### config.mk
export PLATFORM = sky130hd
export DESIGN_NAME = game_flow_ctrl
export DESIGN_NICKNAME = d
export VERILOG_FILES = /design/src/rtl/game_pkg.sv /design/src/rtl/game_flow_ctrl_frame_counter.sv /design/src/rtl/game_flow_ctrl.sv
export SDC_FILE = /design/constraint.sdc
export NUM_CORES = 1
export LEC_CHECK = 0
export ABC_CLOCK_PERIOD_IN_PS = 5100
export BUFFER_PORTS_ARGS = -buffer_cell sky130_fd_sc_hd__buf_4
export CAP_MARGIN = 40
export CORE_UTILIZATION = 45
export DETAILED_ROUTE_END_ITERATION = 8
export PLACE_DENSITY_LB_ADDON = 0.08
export RECOVER_POWER = 50
export SLEW_MARGIN = 20
export SYNTH_ARGS = -nofsm -noshare
export SYNTH_HDL_FRONTEND = slang
export SYNTH_HIERARCHICAL = 1
export SYNTH_SLANG_ARGS = --single-unit
### constraint.sdc
create_clock -name clk -period 5.1 [get_ports clk]
set_clock_uncertainty 0.1 [all_clocks]
set_input_delay 1.02 -clock clk [delete_from_list [all_inputs] [get_ports clk]]
set_output_delay 1.02 -clock clk [all_outputs]
set_load 0.02 [all_outputs]
### src/rtl/game_pkg.sv
// Shared types and constants for the round sequencer.
package game_pkg;

   localparam int unsigned BCD_W     = 4;
   localparam int unsigned CNT_W     = 8;
   localparam logic [7:0]  SCORE_MAX = 8'h99;

   typedef enum logic [2:0] {
      StIdle  = 3'd0,
      StReady = 3'd1,
      StPlay  = 3'd2,
      StHit   = 3'd3,
      StOver  = 3'd4
   } game_state_e;

   // Two-digit BCD increment that sticks at 99.
   function automatic logic [7:0] bcd_inc(input logic [7:0] v);
      logic [BCD_W-1:0] tens;
      logic [BCD_W-1:0] units;
      tens  = v[7:4];
      units = v[3:0];
      if (v == SCORE_MAX) begin
         return SCORE_MAX;
      end else if (units == 4'd9) begin
         return {tens + 4'd1, 4'd0};
      end else begin
         return {tens, units + 4'd1};
      end
   endfunction

endpackage

### src/rtl/game_flow_ctrl_frame_counter.sv
// Frame counter: counts enable pulses up to a runtime limit, wraps and flags done.
module frame_counter
   import game_pkg::*;
(
   input  logic             clk,
   input  logic             reset,
   input  logic             clear,
   input  logic             enable,
   input  logic [CNT_W-1:0] limit,
   output logic [CNT_W-1:0] count_next,
   output logic             done
);

   logic [CNT_W-1:0] count;
   logic             at_term;

   assign at_term = (count == limit - CNT_W'(1));
   assign done    = enable & at_term & ~clear;

   // Next count: clear wins, otherwise advance on enable and wrap at the limit.
   always_comb begin
      count_next = count;
      if (clear) begin
         count_next = '0;
      end else if (enable) begin
         count_next = at_term ? '0 : count + CNT_W'(1);
      end
   end

   // Count register.
   always_ff @(posedge clk or posedge reset) begin
      if (reset) begin
         count <= '0;
      end else begin
         count <= count_next;
      end
   end

endmodule

### src/rtl/game_flow_ctrl.sv
// Round sequencer: idle, countdown, play, hit-freeze, game-over; score and high score.
module game_flow_ctrl
   import game_pkg::*;
#(
   parameter int unsigned READY_FRAMES = 90,
   parameter int unsigned HIT_FRAMES   = 60,
   parameter int unsigned BLINK_FRAMES = 16
) (
   input  logic       clk,
   input  logic       reset,
   input  logic       start_of_frame,
   input  logic       start_key,
   input  logic       collision_bird,
   input  logic       bird_game_over,
   input  logic       pipe_passed,
   output logic       bird_resetN,
   output logic       move_enable,
   output logic [7:0] score_bcd,
   output logic [7:0] high_bcd,
   output logic [2:0] state,
   output logic       show_over,
   output logic [1:0] countdown
);

   localparam logic [CNT_W-1:0] READY_LIM = CNT_W'(READY_FRAMES);
   localparam logic [CNT_W-1:0] HIT_LIM   = CNT_W'(HIT_FRAMES);
   localparam logic [CNT_W-1:0] BLINK_LIM = CNT_W'(BLINK_FRAMES);
   localparam logic [CNT_W-1:0] THIRD_1   = CNT_W'(READY_FRAMES / 3);
   localparam logic [CNT_W-1:0] THIRD_2   = CNT_W'(2 * (READY_FRAMES / 3));

   game_state_e      st;
   logic             key_s1, key_s2, key_prev, key_rise;
   logic             hit_evt;
   logic             cnt_en, cnt_clear, cnt_done;
   logic [CNT_W-1:0] cnt_limit, cnt_next;
   logic [1:0]       cd_next;

   assign state   = st;
   assign hit_evt = collision_bird | bird_game_over;

   // Key synchronizer and registered rising-edge pulse (3 clk after the raw edge).
   always_ff @(posedge clk or posedge reset) begin
      if (reset) begin
         key_s1   <= 1'b0;
         key_s2   <= 1'b0;
         key_prev <= 1'b0;
         key_rise <= 1'b0;
      end else begin
         key_s1   <= start_key;
         key_s2   <= key_s1;
         key_prev <= key_s2;
         key_rise <= key_s2 & ~key_prev;
      end
   end

   // Frame counter control: limit per state, clear on every state change.
   always_comb begin
      cnt_limit = READY_LIM;
      cnt_en    = 1'b0;
      cnt_clear = 1'b0;
      case (st)
         StIdle:  cnt_clear = key_rise;
         StReady: cnt_en    = start_of_frame;
         StPlay:  cnt_clear = hit_evt;
         StHit: begin
            cnt_limit = HIT_LIM;
            cnt_en    = start_of_frame;
         end
         StOver: begin
            cnt_limit = BLINK_LIM;
            cnt_en    = start_of_frame;
            cnt_clear = key_rise;
         end
         default: cnt_clear = 1'b1;
      endcase
   end

   // Countdown digit derived from the count that will be held after this clk.
   always_comb begin
      cd_next = 2'd1;
      if (cnt_next < THIRD_1) begin
         cd_next = 2'd3;
      end else if (cnt_next < THIRD_2) begin
         cd_next = 2'd2;
      end
   end

   frame_counter u_frame_counter (
      .clk        (clk),
      .reset      (reset),
      .clear      (cnt_clear),
      .enable     (cnt_en),
      .limit      (cnt_limit),
      .count_next (cnt_next),
      .done       (cnt_done)
   );

   // Round FSM with registered outputs.
   always_ff @(posedge clk or posedge reset) begin
      if (reset) begin
         st          <= StIdle;
         bird_resetN <= 1'b0;
         move_enable <= 1'b0;
         score_bcd   <= '0;
         high_bcd    <= '0;
         show_over   <= 1'b0;
         countdown   <= 2'd3;
      end else begin
         case (st)
            StIdle: begin
               bird_resetN <= 1'b0;
               move_enable <= 1'b0;
               countdown   <= 2'd3;
               if (key_rise) begin
                  st          <= StReady;
                  score_bcd   <= '0;
                  bird_resetN <= 1'b1;
               end
            end
            StReady: begin
               if (cnt_done) begin
                  st          <= StPlay;
                  move_enable <= 1'b1;
                  countdown   <= 2'd3;
               end else begin
                  countdown <= cd_next;
               end
            end
            StPlay: begin
               // A pass on the collision clk still scores.
               if (pipe_passed) begin
                  score_bcd <= bcd_inc(score_bcd);
               end
               if (hit_evt) begin
                  st          <= StHit;
                  move_enable <= 1'b0;
               end
            end
            StHit: begin
               if (cnt_done) begin
                  st        <= StOver;
                  show_over <= 1'b1;
                  // Valid BCD orders the same as binary.
                  if (score_bcd > high_bcd) begin
                     high_bcd <= score_bcd;
                  end
               end
            end
            StOver: begin
               if (key_rise) begin
                  st          <= StIdle;
                  show_over   <= 1'b0;
                  bird_resetN <= 1'b0;
               end else if (cnt_done) begin
                  show_over <= ~show_over;
               end
            end
            default: begin
               st          <= StIdle;
               bird_resetN <= 1'b0;
               move_enable <= 1'b0;
               show_over   <= 1'b0;
               countdown   <= 2'd3;
            end
         endcase
      end
   end

endmodule

==> PnR_summary.wiki, run 1 <==
{| class="wikitable"
! Metric !! Value
|-
| TritonCTS Buffers || 5
|-
| Most common cell after layout, fill and taps aside || sky130_fd_sc_hd__dfrtp_1
|-
| Top-level port count || 31
|-
| Worst VDD drop || 0.182 mV
|-
| Core Footprint || 0.00485 mm²
|-
| Iteration-0 DRC count of the detailed router || 70
|-
| Number of buffers on the longest clock path || 2
|-
| Endpoint kind of the worst setup timing path || flip-flop
|-
| Highest metal layer with signal wires || met4
|-
| Via count of the first global-routing pass || 1776
|-
| Nets@finish || 302
|-
| Number of nets still failing antenna checks after routing || 0
|-
| Worst reg2reg path startpoint || state[2]
|-
| Crit start category || flip-flop
|-
| Worst path setup slack after routing || 0.886 ns
|-
| Clock input transition at the sequential cells of the worst setup and hold paths || 0.07 ns
|-
| Maximum level of the CTS H-tree || 2
|-
| Post-detailed-route via-to-cell ratio || 5.38
|-
| Endpoint of the most critical register-to-register path || high_bcd[0]
|-
| Final Max Slew Viols || 0
|-
| Met2 wirelength from detailed routing || 2.14 mm
|-
| Antenna violations before repair || 0
|-
| Maximum number of pins on one net before global-route repair || 20
|-
| Final total negative setup slack || 0 ns
|-
| Clk Tree Root Cell || sky130_fd_sc_hd__clkbuf_8
|-
| Layout Area Growth over Synthesis || 16.4%
|-
| Relative slew slack || 34.2%
|-
| Clock insertion delay at the later pin of the skew report || 0.29 ns
|-
| Count of yosys warnings during synthesis || 6
|-
| WL met3 || 225 µm
|-
| Met1 wire length || 2.46 mm
|-
| Die area || 0.00549 mm²
|-
| P per Cell Area || 254 mW/mm²
|-
| Count of final setup violators || 0
|-
| Most used DFF post-synth || sky130_fd_sc_hd__dfrtp_1
|-
| Worst Path Arrival || 4.29 ns
|-
| Post-route fraction of the period consumed by the critical path || 82.6%
|-
| Initial DRT Pass Iterations || 4
|-
| Post-placement setup slack || 0.912 ns
|-
| Clock sinks || 36
|-
| Maximum Capacitance Violations || 0
|-
| Post-synthesis instance total || 241
|-
| Number of setup buffers added after CTS || 0
|-
| Die outline width || 74.1 µm
|-
| Number of buffer cells added on primary ports || 30
|-
| Maximum operating frequency || 237 MHz
|-
| Reg2reg setup slack || 0.89 ns
|-
| Highest fanout seen on the critical path || 15
|-
| Post-layout min period || 4.21 ns
|-
| Non-filler cells in the finished layout || 349
|-
| Hold_buf cts || 0
|-
| Finished layout cell area || 0.00272 mm²
|-
| DP HPWL || 3.80 mm
|-
| Required time at the endpoint of the critical path || 5.18 ns
|-
| Depth of the most critical reg-to-reg path || 13
|-
| Leftover overflow at the end of global routing || 0
|-
| Via count || 1878
|-
| Placement Cell Area || 0.00267 mm²
|-
| Die height || 74.1 µm
|-
| Floorplan row count || 25
|-
| Destination of the worst hold path || key_s2
|-
| Setup repair after global routing missed its margin || no
|-
| Run status || completed
|-
| Netlist area before placement || 0.00234 mm²
|-
| Per-instance average area after synthesis || 9.71 µm²
|-
| Wire length reported by the detailed router || 4.92 mm
|-
| Final weighted congestion of routability-driven global placement || 0.776
|-
| Share of the yosys chip area belonging to registers || 38.6%
|-
| Number of enable flip-flop cells after synthesis || 0
|-
| Share of post-route cells with drive strength above 1 || 19.5%
|-
| Leakage power total || 1.30 nW
|-
| Cells resized by post-CTS repair || 0
|-
| Post-detailed-route wirelength per cell || 14.1 µm
|-
| Wire length of the first global-routing pass || 8.43 mm
|-
| Antenna Diode Count || 0
|-
| Hold depth || 0
|-
| Worst min path class || flip-flop to flip-flop
|-
| Starting density of the core || 48.3%
|-
| Drt drc || 0
|-
| Synthesized flop and latch total || 36
|-
| WS Path Type || flip-flop to flip-flop
|-
| Hold violation total from the final report || 0
|-
| Worst hold slack across all endpoints || 0.254 ns
|-
| Total routing usage reported by global routing || 20.4%
|-
| Top library cells by usage in the layout, fill and taps aside || sky130_fd_sc_hd__dfrtp_1 (34), sky130_fd_sc_hd__buf_4 (27), sky130_fd_sc_hd__inv_1 (18)
|-
| Tightest Pin Transition || 0.986 ns
|-
| Startpoint of the lowest-slack hold path || key_s1
|-
| Unique cell type count in the Yosys netlist || 52
|-
| Cells after DPL || 341
|-
| CTS tree || yes
|-
| Share of async-settable or async-resettable flops after synthesis || 100%
|}
==> critical path, cell delays in order (launching register included) <==
cell,delay (ns)
sky130_fd_sc_hd__dfrtp_1,0.62
sky130_fd_sc_hd__and2b_4,0.28
sky130_fd_sc_hd__and2_1,0.28
sky130_fd_sc_hd__nor2_1,0.37
sky130_fd_sc_hd__inv_1,0.08
sky130_fd_sc_hd__ha_1,0.25
sky130_fd_sc_hd__nor2b_1,0.15
sky130_fd_sc_hd__or3_1,0.41
sky130_fd_sc_hd__a31oi_4,0.31
sky130_fd_sc_hd__and4b_1,0.39
sky130_fd_sc_hd__nand3_4,0.13
sky130_fd_sc_hd__a211oi_4,0.27
sky130_fd_sc_hd__nand2_4,0.14
sky130_fd_sc_hd__mux2_4,0.32
==> where the power goes <==
group / internal [mW] / leakage (nW) / total, mW / switching [mW]
sequential: 0.308 / 0.458 / 0.344 / 0.0362
combinational: 0.0675 / 0.799 / 0.151 / 0.0837
clock: 0.0975 / 0.0424 / 0.197 / 0.0998
total: 0.473 / 1.30 / 0.693 / 0.220
==> flip-flops by register name, summed over array words and instances, names as in the netlist <==
signal and flops:
show_over 1, score_bcd 8, high_bcd 8, key_s2 1
bird_resetN 1, key_prev 1, countdown 2, move_enable 1
key_s1 1, key_rise 1, state 3, u_frame_counter/count 8
==> synth_stat cells (2+ instances only) <==
library cell	number	share of area (%)
sky130_fd_sc_hd__dfstp_2	2	2.2
sky130_fd_sc_hd__mux2i_1	4	1.7
sky130_fd_sc_hd__buf_6	2	0.96
sky130_fd_sc_hd__nor2_1	17	2.7
sky130_fd_sc_hd__xor2_1	8	3.0
sky130_fd_sc_hd__o21ai_0	14	3.0
sky130_fd_sc_hd__nand4_1	6	1.6
sky130_fd_sc_hd__nand3b_1	3	0.96
sky130_fd_sc_hd__o31ai_1	2	0.64
sky130_fd_sc_hd__nand2b_1	6	1.6
sky130_fd_sc_hd__buf_2	3	0.64
sky130_fd_sc_hd__nor3_1	5	1.1
sky130_fd_sc_hd__and3_1	2	0.53
sky130_fd_sc_hd__a211oi_4	2	1.7
sky130_fd_sc_hd__or3_1	4	1.1
sky130_fd_sc_hd__and3b_1	2	0.75
sky130_fd_sc_hd__nand2_1	13	2.1
sky130_fd_sc_hd__a21o_1	3	0.96
sky130_fd_sc_hd__o21a_1	2	0.64
sky130_fd_sc_hd__dfrtp_1	34	36
sky130_fd_sc_hd__a31oi_1	12	3.2
sky130_fd_sc_hd__mux2_4	5	3.2
sky130_fd_sc_hd__xnor2_1	7	2.6
sky130_fd_sc_hd__conb_1	2	0.32
sky130_fd_sc_hd__inv_1	18	2.9
sky130_fd_sc_hd__nand3_1	9	1.9
sky130_fd_sc_hd__nor2b_1	4	1.1
sky130_fd_sc_hd__a21oi_1	11	2.4
sky130_fd_sc_hd__a22o_1	2	0.75
sky130_fd_sc_hd__ha_1	14	7.5
sky130_fd_sc_hd__and2_1	2	0.53
==> worst max-delay path by stage <==
stage,slack [ns],start,to,cells after the start
after floorplan,1.32,state[1],high_bcd[7],14
after global placement,1.07,state[2],high_bcd[7],13
after detailed placement,0.91,state[2],high_bcd[0],13
after CTS,0.91,state[2],high_bcd[0],13
after global routing,0.60,state[2],high_bcd[0],13
final,0.89,state[2],high_bcd[0],13
==> metrics by stage <==
step	utilization (%)	power (mW)
after floorplan	-	0.459
after global placement	54.5	0.500
after detailed placement	55.1	0.504
after CTS	56.8	0.704
after global routing	56.2	0.738
final	56.2	0.693
==> cells by family after synthesis <==
| logic type | share of synthesized area [%] |
|---|---|
| other | 0.321 |
| adders and majority gates | 7.48 |
| muxes | 4.92 |
| buffers and inverters | 4.65 |
| xor gates and xnor gates | 5.61 |
| DFF | 38.6 |
| AOI/OAI and AO/OA | 16.5 |
| and+or+nand+nor | 22.0 |
==> per-layer routing <==
layer  GRT usage (%)  up-vias
met1            28.2      888
met4            7.69        0
met3            5.01       11
li1                -      926
met2            31.0       53
met5               0        -
==> layout make-up <==
class	instances	area, µm²
Inverter	18	67.6
Clock buffer	7	76.3
Tap cell	67	83.8
Timing Repair Buffer	32	229
Fill cell	475	2120
Multi-Input combinational cell	188	1360
Sequential cell	36	903
Clock inverter	1	8.76
Power figures use the tool's default switching activity.
==> run 2: changes to the inputs <==
- ABC_AREA: unset -> 1
- ABC_CLOCK_PERIOD_IN_PS: 5100 -> 3500
- clock period: 5.1 -> 3.5 ns (I/O delays scaled with it)
==> run 2 against run 1 <==
Compared with the run above:
- design area up 5.0%
- synthesized area up 4.9%
- maximum frequency up 40%
- largest cell class unchanged
- critical endpoint unchanged
- first-iteration DRC count up 73%
- total power up 120%
==> PnR_summary.wiki, run 2 <==
{| class="wikitable"
! Metric !! Value
|-
| Unique cell type count in the Yosys netlist || 31 (was 52)
|-
| Reg2reg setup slack || 0.50 ns (was 0.89 ns)
|-
| Top library cells by usage in the layout, fill and taps aside || sky130_fd_sc_hd__nand2_1 (107), sky130_fd_sc_hd__inv_1 (52), sky130_fd_sc_hd__nand3_1 (34), sky130_fd_sc_hd__dfrtp_1 (34), sky130_fd_sc_hd__nor2_1 (29) (was sky130_fd_sc_hd__dfrtp_1 (34), sky130_fd_sc_hd__buf_4 (27), sky130_fd_sc_hd__inv_1 (18))
|-
| Maximum level of the CTS H-tree || 2 (unchanged)
|-
| Post-route fraction of the period consumed by the critical path || 85.8% (was 82.6%)
|-
| Floorplan row count || 26 (was 25)
|-
| Share of the yosys chip area belonging to registers || 36.8% (was 38.6%)
|-
| Number of enable flip-flop cells after synthesis || 0 (unchanged)
|-
| Count of final setup violators || 0 (unchanged)
|-
| Wire length reported by the detailed router || 5.30 mm (was 4.92 mm)
|-
| Die height || 75.9 µm (was 74.1 µm)
|-
| Number of setup buffers added after CTS || 0 (unchanged)
|-
| Synthesized flop and latch total || 36 (unchanged)
|-
| Starting density of the core || 47.5% (was 48.3%)
|-
| TritonCTS Buffers || 5 (unchanged)
|-
| Share of post-route cells with drive strength above 1 || 15.6% (was 19.5%)
|-
| Hold violation total from the final report || 0 (unchanged)
|-
| Initial DRT Pass Iterations || 5 (was 4)
|-
| Highest fanout seen on the critical path || 12 (was 15)
|-
| Drt drc || 0 (unchanged)
|-
| Depth of the most critical reg-to-reg path || 18 (was 13)
|-
| Layout Area Growth over Synthesis || 16.5% (was 16.4%)
|-
| Antenna violations before repair || 0 (unchanged)
|-
| Portion of synthesized cell area occupied by the leading cell type || 34.7% (was 36.3%)
|-
| Crit start category || flip-flop (unchanged)
|-
| Tightest Pin Transition || 0.879 ns (was 0.986 ns)
|-
| Cells resized by post-CTS repair || 0 (unchanged)
|-
| Post-detailed-route wirelength per cell || 11.5 µm (was 14.1 µm)
|-
| Final Max Slew Viols || 0 (unchanged)
|-
| Setup repair after global routing missed its margin || no (unchanged)
|-
| Total power after layout || 1.49 mW (was 0.693 mW)
|-
| Startpoint of the lowest-slack hold path || key_s1 (unchanged)
|-
| Antenna Diode Count || 0 (unchanged)
|-
| Met1 usage || 30.7% (was 28.2%)
|-
| Area leader, netlist || sky130_fd_sc_hd__dfrtp_1 (unchanged)
|-
| Endpoint of the most critical register-to-register path || high_bcd[0] (unchanged)
|-
| Required time at the endpoint of the critical path || 3.57 ns (was 5.18 ns)
|-
| Top-level port count || 31 (unchanged)
|-
| Wire length of the first global-routing pass || 9.02 mm (was 8.43 mm)
|-
| Relative slew slack || 41.4% (was 34.2%)
|-
| Clock sinks || 36 (unchanged)
|-
| Worst path setup slack after routing || 0.496 ns (was 0.886 ns)
|-
| Count of yosys warnings during synthesis || 6 (unchanged)
|-
| Run status || completed (unchanged)
|-
| DP HPWL || 4.19 mm (was 3.80 mm)
|-
| Share of async-settable or async-resettable flops after synthesis || 100% (unchanged)
|-
| Final total negative setup slack || 0 ns (unchanged)
|-
| Most used DFF post-synth || sky130_fd_sc_hd__dfrtp_1 (unchanged)
|-
| Worst min path class || flip-flop to flip-flop (unchanged)
|-
| Number of buffers on the longest clock path || 2 (unchanged)
|-
| Endpoint kind of the worst setup timing path || flip-flop (unchanged)
|-
| P per Cell Area || 521 mW/mm² (was 254 mW/mm²)
|-
| Number of buffer cells added on primary ports || 30 (unchanged)
|-
| Maximum Capacitance Violations || 0 (unchanged)
|-
| Core Footprint || 0.00517 mm² (was 0.00485 mm²)
|-
| Met3 GRT Util || 3.97% (was 5.01%)
|-
| Top post-synthesis cells by area || sky130_fd_sc_hd__dfrtp_1 (35%), sky130_fd_sc_hd__nand2_1 (16%), sky130_fd_sc_hd__inv_1 (7.8%), sky130_fd_sc_hd__ha_1 (7.1%), sky130_fd_sc_hd__nand3_1 (6.9%) (was sky130_fd_sc_hd__dfrtp_1 (36%), sky130_fd_sc_hd__ha_1 (7.5%), sky130_fd_sc_hd__a31oi_1 (3.2%), sky130_fd_sc_hd__mux2_4 (3.2%), sky130_fd_sc_hd__o21ai_0 (3.0%))
|-
| Hold depth || 0 (unchanged)
|-
| Maximum operating frequency || 333 MHz (was 237 MHz)
|-
| Worst Path Arrival || 3.08 ns (was 4.29 ns)
|-
| Final weighted congestion of routability-driven global placement || 0.831 (was 0.776)
|-
| Clk Tree Root Cell || sky130_fd_sc_hd__clkbuf_8 (unchanged)
|-
| Worst VDD drop || 0.325 mV (was 0.182 mV)
|-
| Iteration-0 DRC count of the detailed router || 121 (was 70)
|-
| Post-layout min period || 3.00 ns (was 4.21 ns)
|-
| Post-placement setup slack || 0.562 ns (was 0.912 ns)
|-
| Leftover overflow at the end of global routing || 0 (unchanged)
|-
| Hold_buf cts || 0 (unchanged)
|-
| Post-synthesis instance total || 347 (was 241)
|-
| Destination of the worst hold path || key_s2 (unchanged)
|-
| Routing usage on met2 || 31.9% (was 31.0%)
|-
| Post-detailed-route via-to-cell ratio || 4.66 (was 5.38)
|-
| WS Path Type || flip-flop to flip-flop (unchanged)
|-
| Clock insertion delay at the later pin of the skew report || 0.29 ns (about the same)
|-
| Per-instance average area after synthesis || 7.07 µm² (was 9.71 µm²)
|-
| Leakage power total || 1.53 nW (was 1.30 nW)
|-
| Die outline width || 75.9 µm (was 74.1 µm)
|-
| Nets@finish || 412 (was 302)
|-
| Total routing usage reported by global routing || 21.2% (was 20.4%)
|-
| Most common cell after layout, fill and taps aside || sky130_fd_sc_hd__nand2_1 (was sky130_fd_sc_hd__dfrtp_1)
|-
| Maximum number of pins on one net before global-route repair || 18 (was 20)
|-
| Via count || 2152 (was 1878)
|-
| Via count of the first global-routing pass || 1904 (was 1776)
|-
| CTS tree || yes (unchanged)
|-
| Worst reg2reg path startpoint || state[2] (unchanged)
|-
| Most heavily used metal layer in global routing || met2 (unchanged)
|-
| Largest registers ranked by flip-flop count || high_bcd: 8 flops, score_bcd: 8 flops, u_frame_counter/count: 8 flops (unchanged)
|-
| Number of nets still failing antenna checks after routing || 0 (unchanged)
|-
| Die area || 0.00575 mm² (was 0.00549 mm²)
|-
| Clock input transition at the sequential cells of the worst setup and hold paths || 0.07 ns (about the same)
|-
| Leading cell type by number of instances after synthesis || sky130_fd_sc_hd__nand2_1 (was sky130_fd_sc_hd__dfrtp_1)
|-
| Most instantiated cells after synthesis || sky130_fd_sc_hd__nand2_1 (107), sky130_fd_sc_hd__inv_1 (51), sky130_fd_sc_hd__dfrtp_1 (34), sky130_fd_sc_hd__nand3_1 (34), sky130_fd_sc_hd__nor2_1 (29) (was sky130_fd_sc_hd__dfrtp_1 (34), sky130_fd_sc_hd__inv_1 (18), sky130_fd_sc_hd__nor2_1 (17))
|-
| Netlist area before placement || 0.00245 mm² (was 0.00234 mm²)
|}
-- run 2: cell count changes after synthesis, sizes merged, moves of 5 or more --
cell	delta
a31oi	-13
inv	+39
mux2	-5
nand2	+98
nand2b	-6
nand3	+26
nand4	-6
nor2	+23
nor2b	-5
-- run 2: report_power, final --
group	switching, mW	total (mW)	leakage, nW	internal (mW)
sequential	0.0773	0.547	0.477	0.470
clock	0.143	0.282	0.0422	0.140
combinational	0.437	0.661	1.01	0.224
total	0.657	1.49	1.53	0.834
-- run 2: logic make-up after synthesis --
group	count (synthesis)	share of synthesized area (%)
compound gates	30	7.19
other cells	2	0.306
flops	36	36.8
buf+inv	59	9.17
fa+ha+maj	14	7.14
xor+xnor	9	3.21
simple gates	197	36.2
-- run 2: critical path: stages (launching register included) --
cell and delay, ns:
sky130_fd_sc_hd__dfrtp_1 0.62, sky130_fd_sc_hd__nor2_4 0.15, sky130_fd_sc_hd__a21oi_1 0.19, sky130_fd_sc_hd__inv_1 0.06, sky130_fd_sc_hd__ha_1 0.22, sky130_fd_sc_hd__inv_1 0.10, sky130_fd_sc_hd__nand2_1 0.05, sky130_fd_sc_hd__nand3_1 0.09
sky130_fd_sc_hd__nand2_1 0.05, sky130_fd_sc_hd__inv_1 0.04, sky130_fd_sc_hd__nand2_1 0.05, sky130_fd_sc_hd__nor2_2 0.14, sky130_fd_sc_hd__nand3_4 0.14, sky130_fd_sc_hd__nor2_2 0.20, sky130_fd_sc_hd__nand2_2 0.12, sky130_fd_sc_hd__a21oi_4 0.28
sky130_fd_sc_hd__nand2_4 0.13, sky130_fd_sc_hd__nand2_1 0.09, sky130_fd_sc_hd__nand2_1 0.05
-- run 2: area by class of cell --
type	instances	area (µm²)
fill	515	2310
multi-input combinational	258	1350
sequential	36	903
timing repair buffer	32	221
inverter	58	218
tap	70	87.6
clock buffer	7	76.3
clock inverter	1	5.00
-- run 2: through the flow --
step                hold slack (ns)  cells  util (%)  area (µm²)
detailed placement            0.251    454      54.5        2820
global placement              0.236    453      53.9        2790
global route                  0.272    462      55.3        2860
finish                        0.261    462      55.3        2860
floorplan                     0.231    353         -        2480
CTS                           0.267    462      56.0        2900
-- run 2: worst max path at each step --
stage,slack (ns),endpoint,from
floorplan,0.46,high_bcd[4],state[1]
finish,0.50,high_bcd[0],state[2]
global route,0.20,high_bcd[1],state[2]
CTS,0.52,high_bcd[0],state[2]
global placement,0.60,high_bcd[7],state[2]
detailed placement,0.56,high_bcd[7],state[2]
-- run 2: layer usage --
| metal | vias up | part of all wire (%) |
|---|---|---|
| met4 | 0 | 1.4 |
| met1 | 950 | 52 |
| met3 | 6 | 2.7 |
| li1 | 1168 | - |
| met2 | 28 | 44 |
| met5 | - | 0 |
